==> src/rtl/irotary_pkg.sv <==
// Shared constants for the rotary quadrature generator and its decoder benches:
// phase codes and the FSM state encoding.
package irotary_pkg;

  localparam logic [1:0] PH_ZERO      = 2'b00;
  localparam logic [1:0] PH_BOTH      = 2'b11;
  localparam logic [1:0] PH_CW_FIRST  = 2'b10;
  localparam logic [1:0] PH_CCW_FIRST = 2'b01;

  typedef enum logic [2:0] {
    ST_IDLE = 3'd0,
    ST_PH1  = 3'd1,
    ST_PH2  = 3'd2,
    ST_PH3  = 3'd3,
    ST_REST = 3'd4
  } state_e;

  // Phase driven on entry to PH1 (leave-zero) or PH3 (last-before-zero) for a direction.
  function automatic logic [1:0] edge_phase(input logic cw, input logic leaving);
    return (cw ^ ~leaving) ? PH_CW_FIRST : PH_CCW_FIRST;
  endfunction

endpackage

==> src/rtl/irotary_dwell_timer.sv <==
// Dwell timer: loads QUARTER_CYCLES on load_i, counts down to zero without wrapping,
// and flags expiry during the last clock of the dwell.
module irotary_dwell_timer #(
  parameter int QUARTER_CYCLES = 16,
  localparam int TW = $clog2(QUARTER_CYCLES + 1)
) (
  input  logic i_clk,
  input  logic i_rst_n,
  input  logic load_i,
  output logic expire_o
);

  logic [TW-1:0] cnt_q;

  always_ff @(posedge i_clk or negedge i_rst_n) begin
    if (!i_rst_n)           cnt_q <= '0;
    else if (load_i)        cnt_q <= TW'(QUARTER_CYCLES);
    else if (cnt_q != '0)   cnt_q <= cnt_q - TW'(1);
  end

  // Loaded with N and expiring at 1 gives exactly N clocks in the state.
  assign expire_o = (cnt_q == TW'(1));

endmodule

==> src/rtl/irotary_quadrature_gen.sv <==
// Incremental rotary encoder emulator: queues CW/CCW step requests as a signed net count
// and plays each step out as a full Gray cycle on phase A/B.
module irotary_quadrature_gen
  import irotary_pkg::*;
#(
  parameter int QUARTER_CYCLES = 16,
  parameter int CNT_W          = 4
) (
  input  logic i_clk,
  input  logic i_rst_n,
  input  logic i_step,
  input  logic i_step_cw,
  output logic o_phase_a,
  output logic o_phase_b,
  output logic o_busy,
  output logic o_step_done,
  output logic o_overflow
);

  localparam int PMAX = (1 << (CNT_W - 1)) - 1;
  typedef logic signed [CNT_W+1:0] wide_t;
  localparam wide_t PMAX_W = wide_t'(PMAX);

  state_e                    state_q, state_d;
  logic                      dir_q, dir_d;
  logic signed [CNT_W-1:0]   pend_q, pend_d;
  logic [1:0]                ph_q, ph_d;
  logic                      done_q, done_d;
  logic                      ovf_q, ovf_d;
  logic                      start;
  logic                      tmr_load, expire;
  wide_t                     req, cons, sum;

  irotary_dwell_timer #(.QUARTER_CYCLES(QUARTER_CYCLES)) u_timer (
    .i_clk    (i_clk),
    .i_rst_n  (i_rst_n),
    .load_i   (tmr_load),
    .expire_o (expire)
  );

  always_ff @(posedge i_clk or negedge i_rst_n) begin
    if (!i_rst_n) begin
      state_q <= ST_IDLE;
      dir_q   <= 1'b0;
      pend_q  <= '0;
      ph_q    <= PH_ZERO;
      done_q  <= 1'b0;
      ovf_q   <= 1'b0;
    end else begin
      state_q <= state_d;
      dir_q   <= dir_d;
      pend_q  <= pend_d;
      ph_q    <= ph_d;
      done_q  <= done_d;
      ovf_q   <= ovf_d;
    end
  end

  always_comb begin
    state_d = state_q;
    dir_d   = dir_q;
    ovf_d   = 1'b0;
    start   = (state_q == ST_IDLE) && (pend_q != '0);
    req     = '0;
    cons    = '0;
    if (i_step) req  = i_step_cw ? wide_t'(1) : -wide_t'(1);
    // A start consumes toward zero using the sign before this clock's accept.
    if (start)  cons = pend_q[CNT_W-1] ? wide_t'(1) : -wide_t'(1);
    sum = wide_t'(pend_q) + cons + req;
    if (sum > PMAX_W || sum < -PMAX_W) begin
      ovf_d = 1'b1;
      sum   = wide_t'(pend_q) + cons;
    end
    pend_d = sum[CNT_W-1:0];
    unique case (state_q)
      ST_IDLE: if (start) begin
                 state_d = ST_PH1;
                 dir_d   = ~pend_q[CNT_W-1];
               end
      ST_PH1:  if (expire) state_d = ST_PH2;
      ST_PH2:  if (expire) state_d = ST_PH3;
      ST_PH3:  if (expire) state_d = ST_REST;
      ST_REST: if (expire) state_d = ST_IDLE;
      default: state_d = ST_IDLE;
    endcase
  end

  always_comb begin
    ph_d     = PH_ZERO;
    unique case (state_d)
      ST_PH1:  ph_d = edge_phase(dir_d, 1'b1);
      ST_PH2:  ph_d = PH_BOTH;
      ST_PH3:  ph_d = edge_phase(dir_d, 1'b0);
      default: ph_d = PH_ZERO;
    endcase
    done_d   = (state_d == ST_REST) && (state_q != ST_REST);
    tmr_load = (state_d != state_q) && (state_d != ST_IDLE);
  end

  assign o_phase_a   = ph_q[1];
  assign o_phase_b   = ph_q[0];
  assign o_busy      = (state_q != ST_IDLE) || (pend_q != '0);
  assign o_step_done = done_q;
  assign o_overflow  = ovf_q;

endmodule
==> config.mk <==
export PLATFORM = sky130hd
export DESIGN_NAME = irotary_quadrature_gen
export DESIGN_NICKNAME = d
export VERILOG_FILES = /design/src/rtl/irotary_pkg.sv /design/src/rtl/irotary_dwell_timer.sv /design/src/rtl/irotary_quadrature_gen.sv
export SDC_FILE = /design/constraint.sdc
export NUM_CORES = 1
export LEC_CHECK = 0
export CORE_ASPECT_RATIO = 0.7
export CORE_MARGIN = 4
export CORE_UTILIZATION = 35
export CTS_BUF_LIST = sky130_fd_sc_hd__clkbuf_4
export DETAILED_ROUTE_END_ITERATION = 8
export GPL_ROUTABILITY_DRIVEN = 0
export SETUP_SLACK_MARGIN = 0.15
export SYNTH_ARGS = -nofsm -noshare
export SYNTH_HDL_FRONTEND = slang
export SYNTH_SLANG_ARGS = --single-unit
==> constraint.sdc <==
create_clock -name i_clk -period 7.38 [get_ports i_clk]
set_clock_uncertainty 0.05 [all_clocks]
set_input_delay 1.476 -clock i_clk [delete_from_list [all_inputs] [get_ports i_clk]]
set_output_delay 1.476 -clock i_clk [all_outputs]
set_load 0.01 [all_outputs]
# [Yosys cells after proc, flatten, opt, wreduce, memory -nomap -nowiden]
# Cells that the tools add are included.
[op_classes] addsub=3 n_lt_le_gt_ge=2 eq_ne=11 n_mux=19 n_bitwise=1 reduce_logical=11
[op_table] operator="6-bit two-way mux" n=4
[op_table] operator="3-bit two-way mux" n=5
[op_table] operator="3-bit one-hot mux with 5 select lines" n=1
[op_table] operator="3-bit by 2-bit == test with 1-bit output (second input constant)" n=4
[op_table] operator="5-bit two-way mux" n=2
[op_table] operator="4-bit by 6-bit adder with 6-bit output" n=1
[op_table] operator="6-bit adder" n=1
[op_table] operator="3-bit by 1-bit == test with 1-bit output (second input constant)" n=2
[op_table] operator="3-bit == test (second input constant)" n=2
[op_table] operator="6-bit by 4-bit greater-than comparator with 1-bit output (second input constant)" n=1
[op_table] operator="6-bit by 4-bit < comparator with 1-bit output (second input constant)" n=1
[op_table] operator="2-bit one-hot mux with 3 select lines" n=1
[op_table] operator="3-bit nonzero test" n=2
[op_table] operator="5-bit by 1-bit == test with 1-bit output (second input constant)" n=1
[op_table] operator="5-bit nonzero test" n=1
[op_table] operator="5-bit by 1-bit subtractor with 5-bit output (second input constant)" n=1
[op_table] operator="2-bit two-way mux" n=2
[op_table] operator="4-bit two-way mux" n=1
[op_table] operator="4-bit nonzero test" n=1
[op_table] operator="1-bit logical AND" n=3
[op_table] operator="3-bit zero test" n=1
[op_table] operator="1-bit two-way mux" n=3
[op_table] operator="3-bit != test" n=1
[op_table] operator="3-bit != test (second input constant)" n=1
[op_table] operator="other kinds (3)" n=4
[word_totals] reg_bits=17 in_bits=4 out_inout_bits=5 wordCells=54

# [Longest topological paths before layout]
[logic_depth] word_depth=8 mapped_depth=17 ltp_nobuf=16

# [By module]
# From an unflattened synthesis, not the netlist that was laid out.
[unflattened] cells_unflattened=123 hier_area_um2=1216.2
[by_module_without_submodules] module="irotary_quadrature_gen" instances=1 cells_each=97 area_per_inst_um2=947.2 seq_area_each_um2=300.3
[by_module_without_submodules] module="irotary_dwell_timer" instances=1 cells_each=26 area_per_inst_um2=269.0 seq_area_each_um2=125.1

# [Worst setup path before layout]
# No wires, ideal clock.
[synth_path] kind="register to register" start="reg pend_q[3]" end="reg pend_q[0]" setup_ns=0.128 arrival_time_ns=3.681 required_ns=7.202 path_slack_ns=3.521 stages_incl_launch_ff=18 path_buffers=1 period_less_slack_ns=3.859 path_cell_list="dfrtp_1 buf_6 or4_4 nand2_2 inv_2 ha_1 ha_1 a21oi_1 o21ai_0 o21ai_0 o21a_1 ha_1 nor2b_1 o21a_1 or3_1 a21o_1 mux2i_2 mux2_1"
[synth_via] elab_chain_len=8 word_cells_on_any_way=10 cone_classes="add/sub (2); order compare (2); mux (3); reduce/logical (3)"
[synth_rtl] item="from (decl)" line="irotary_quadrature_gen.sv:26" source="logic signed [CNT_W-1:0] pend_q, pend_d;"
[synth_rtl] item="from (signal assigned)" line="irotary_quadrature_gen.sv:52" source="pend_q <= pend_d;"
[synth_rtl] item="4-bit nonzero test" line="irotary_quadrature_gen.sv:63" source="start = (state_q == ST_IDLE) && (pend_q != '0);"
[synth_rtl] item="1-bit logical AND" line="irotary_quadrature_gen.sv:63"
[synth_rtl] item="6-bit two-way mux" line="irotary_quadrature_gen.sv:68" source="if (start) cons = pend_q[CNT_W-1] ? wide_t'(1) : -wide_t'(1);"
[synth_rtl] item="4-bit by 6-bit adder with 6-bit output (*)" line="irotary_quadrature_gen.sv:72" source="sum = wide_t'(pend_q) + cons;"
[synth_rtl] item="6-bit adder" line="irotary_quadrature_gen.sv:69" source="sum = wide_t'(pend_q) + cons + req;"
[synth_rtl] item="6-bit by 4-bit greater-than comparator with 1-bit output / 6-bit by 4-bit < comparator with 1-bit output (equally long branches)" line="irotary_quadrature_gen.sv:70" source="if (sum > PMAX_W || sum < -PMAX_W) begin"
[synth_rtl] item="1-bit logical OR" line="irotary_quadrature_gen.sv:70"
[synth_rtl] item="4-bit two-way mux (*)" line="irotary_quadrature_gen.sv:70"
[synth_rtl] item="net sum[0]" line="irotary_quadrature_gen.sv:32" source="wide_t req, cons, sum;"
# Mark *: on every way through the listed nets, which the timed path passes. The rest lies on a longest branch.
# A chain may end at the register's enable or synchronous reset.

# [Worst setup path in the final report]
# Ends and elaborated chain as after synthesis.

==> impl_results.md <==
* Initial antenna violation count at 0
* RSZ-0062 raised after global routing: no
* Cell Area, Placed at 1360 um^2
* TritonCTS clock tree: built
* Overall Power at 0.595 mW
* P_int at 0.337 mW
* Port bufs at 8
* Yosys warning total at 0
* Net switching power at 0.257 mW
* Final Hold Viols at 0
* Status: completed
* Setup total negative slack at 0 ns
* Syn Area/Cell at 9.59 um^2
* Top Family by Delay on Critical Path: simple AND/OR/NAND/NOR gates
* # Post-CTS Setup Buffers at 0
* Bufs and invs on worst path at 1
* Synth top area share at 33.1%
* Routed wire length at 2380 um
* Worst hold path type: reg2reg
* First-pass GRT wire length at 4190 um
* Total power density per cell area at 428 nW/um^2
* Sequential share of the synthesized area at 33.1%
* Max stage delay on crit path at 0.60 ns
* # H-tree levels at 1
* Nets at 155
* Vias per cell at 5.19
* All-Layer GR Usage at 11.3%
* Prevailing post-synth register cell: dfrtp_1
* CTS Buf Count at 3
* Number of global-route vias before repair at 908
* Row Count at 18
* Max Cap Viol at 0
* Ranking of synthesized cells by area: dfrtp_1 33%, ha_1 8.8%, xnor2_1 4.1%
* Relative slew slack at 33.3%
* Hold buffer count at cts at 0
* Clk sinks at 17
* Mapped Area at 1280 um^2
* DR WL/cell at 12.5 um
* Crit Path Class: reg2reg
* Critical-path maximum fanout at 10
* Critical path cell sequence: or4_4, nand2_2, inv_2, ha_1, ha_1, a21oi_1, o21ai_0, o21ai_0, o21a_1, ha_1, nor2b_1, o21a_1, o21ai_0, nand4_1, mux2i_2, mux2_1
* Clk pin slew, worst setup/hold paths at 0.09 ns
* Setup violators final at 0
* Num ports at 9
* Util after Layout at 39.3%
* Post-synth cell types at 45
* Final Cell Area at 1390 um^2
* Worst endpoint required time at 7.50 ns
* Initial Util at 36.3%
* GRT Max-Usage Layer: met2
* HPWL Detailed at 1830 um
* Worst-skew pair later-pin latency at 0.28 ns
* Max VDD drop at 0.115 mV
* Leakage at 0.568 nW
* First-pass DRT Iterations at 4
* Initial DRC count at 94
* Routing usage on met2 at 16.6%
* Final Cycle Share at 58.5%
* Met3 usage at 3.98%
* Layout cells sized above 1 at 11.4%
* Resized cells post-CTS at 0
* Fmax at 0.232 GHz
* Die width at 80.4 um
* CP max stage cell: or4_4
* Met1 Usage GRT at 15.5%
* Die area at 4720 um^2
* CTS Root Buffer Type: clkbuf_4
* Most frequent cells in the layout: 17 x dfrtp_1, 13 x nor2_1, 10 x nand2_1
* Clock tree buffer depth at 2
* Worst Setup End Kind: register
* Syn Nets at 148
* FF+latch count, synth at 17
* Switching share of power at 43.3%
* DR DRC count at 0
* Most common cell after layout, fill and taps aside: dfrtp_1
* Post-synthesis async set-or-reset flop share at 100%
* Area Growth Syn to Fin at 8.08%
* Sequential Power Share at 32.1%
* Clock share of power at 8.8%
* Largest net degree at the start of global routing at 18
* Grt total ovfl at 0
* Synth Instances at 134
* Yosys top cell by area: dfrtp_1
* CORE AREA at 3540 um^2
* Vias at 986
* Worst-Margin Slew at 0.987 ns
* Fin. max-slew vios at 0
* WP data arrival at 4.44 ns
* CP startpoint kind: register
* Antenna Diode Count at 0
* Chip Height at 58.7 um
* Antenna-violating nets left at 0
* Gate power share at 59.1%
* Min Clock Period, post-route at 4.32 ns
* Post-synth EDFFs at 0
## cells by family (layout without fill, tap and decap cells)
kind of cell | after synthesis | count (layout) | share of synthesized area, %
multiplexers | 6 | 6 | 5.16
XOR/XNOR | 9 | 9 | 6.72
buffers and inverters | 14 | 20 | 7.69
flip-flops | 17 | 17 | 33.1
adder cells (fa/ha/maj) | 11 | 11 | 11.2
AND/OR/NAND/NOR | 44 | 44 | 19.0
AO/OA/AOI/OAI | 33 | 33 | 17.1
## power by group through the flow
stage	clock network (mW)	logic, mW	registers (mW)
6_report	0.0524	0.351	0.191
5_1_grt	0.0605	0.393	0.202
4_1_cts	0.0555	0.352	0.191
3_5_place_dp	0	0.350	0.192
3_3_place_gp	0	0.339	0.191
2_1_floorplan	0	0.318	0.164
## synth_stat cells (2+ instances only)
| library cell | count |
|---|---|
| nor4_1 | 2 |
| nor3_1 | 2 |
| xnor2_1 | 6 |
| o21a_1 | 3 |
| o21bai_1 | 2 |
| a31oi_1 | 2 |
| nand2_1 | 10 |
| nor4b_1 | 2 |
| o21ai_0 | 6 |
| mux2i_1 | 3 |
| clkbuf_8 | 2 |
| inv_1 | 7 |
| a21oi_1 | 8 |
| nor3b_1 | 2 |
| a211oi_1 | 5 |
| xor2_1 | 2 |
| buf_6 | 3 |
| dfrtp_1 | 17 |
| ha_1 | 9 |
| or3_1 | 2 |
| a21o_1 | 3 |
| nor2_1 | 13 |
## state kept, by name, indices dropped and copies added (netlist names)
register       count
pend_q             4
state_q            3
dir_q              1
u_timer.cnt_q      5
o_overflow         1
o_step_done        1
ph_q               2
## worst paths after layout
| check | slack [ns] | endpoint | startpoint | cells after the start |
|---|---|---|---|---|
| max in group asynchronous | 5.23 | u_timer.cnt_q[3]$_DFFE_PN0P_ | i_rst_n | 1 |
| worst max register to register | 3.06 | pend_q[0]$_DFF_PN0_ | pend_q[3]$_DFF_PN0_ | 16 |
| worst min register to register | 0.49 | u_timer.cnt_q[4]$_DFFE_PN0P_ | u_timer.cnt_q[4]$_DFFE_PN0P_ | 1 |
| worst max-delay path | 3.06 | pend_q[0]$_DFF_PN0_ | pend_q[3]$_DFF_PN0_ | 16 |
| worst min-delay path | 0.49 | u_timer.cnt_q[4]$_DFFE_PN0P_ | u_timer.cnt_q[4]$_DFFE_PN0P_ | 1 |
| min in group asynchronous | 1.57 | ph_q[1]$_DFF_PN0_ | i_rst_n | 1 |
## routing by layer
metal	routed length, um	part of all wire [%]	up-vias
li1	-	-	489
met1	1170	49	472
met2	1080	45	25
met3	124	5.2	0
met4	0	0	0
met5	0	0	-
## through the flow
step	instances	setup WS [ns]	hold WS (ns)
floorplan	134	3.52	0.438
global placement	186	3.23	0.460
detailed placement	186	3.06	0.471
CTS	190	3.08	0.493
global route	190	2.75	0.519
finish	190	3.06	0.493
## worst reg2reg max path, stage by stage (launching register included)
cell	delay (ns)
dfrtp_1	0.50
or4_4	0.60
nand2_2	0.10
inv_2	0.05
ha_1	0.23
ha_1	0.26
a21oi_1	0.15
o21ai_0	0.08
o21ai_0	0.11
o21a_1	0.22
ha_1	0.30
nor2b_1	0.15
o21a_1	0.17
o21ai_0	0.33
nand4_1	0.24
mux2i_2	0.30
mux2_1	0.35
## final cells by class
| class | count | area (um^2) |
|---|---|---|
| fillers | 358 | 2150 |
| multi-input cells | 103 | 761 |
| repair buffers | 8 | 80.1 |
| flip-flops and latches | 17 | 425 |
| well taps | 50 | 62.6 |
| clock buffers | 4 | 30.0 |
| inverters | 8 | 30.0 |
Note: power is estimated with default switching activity, not from simulation.
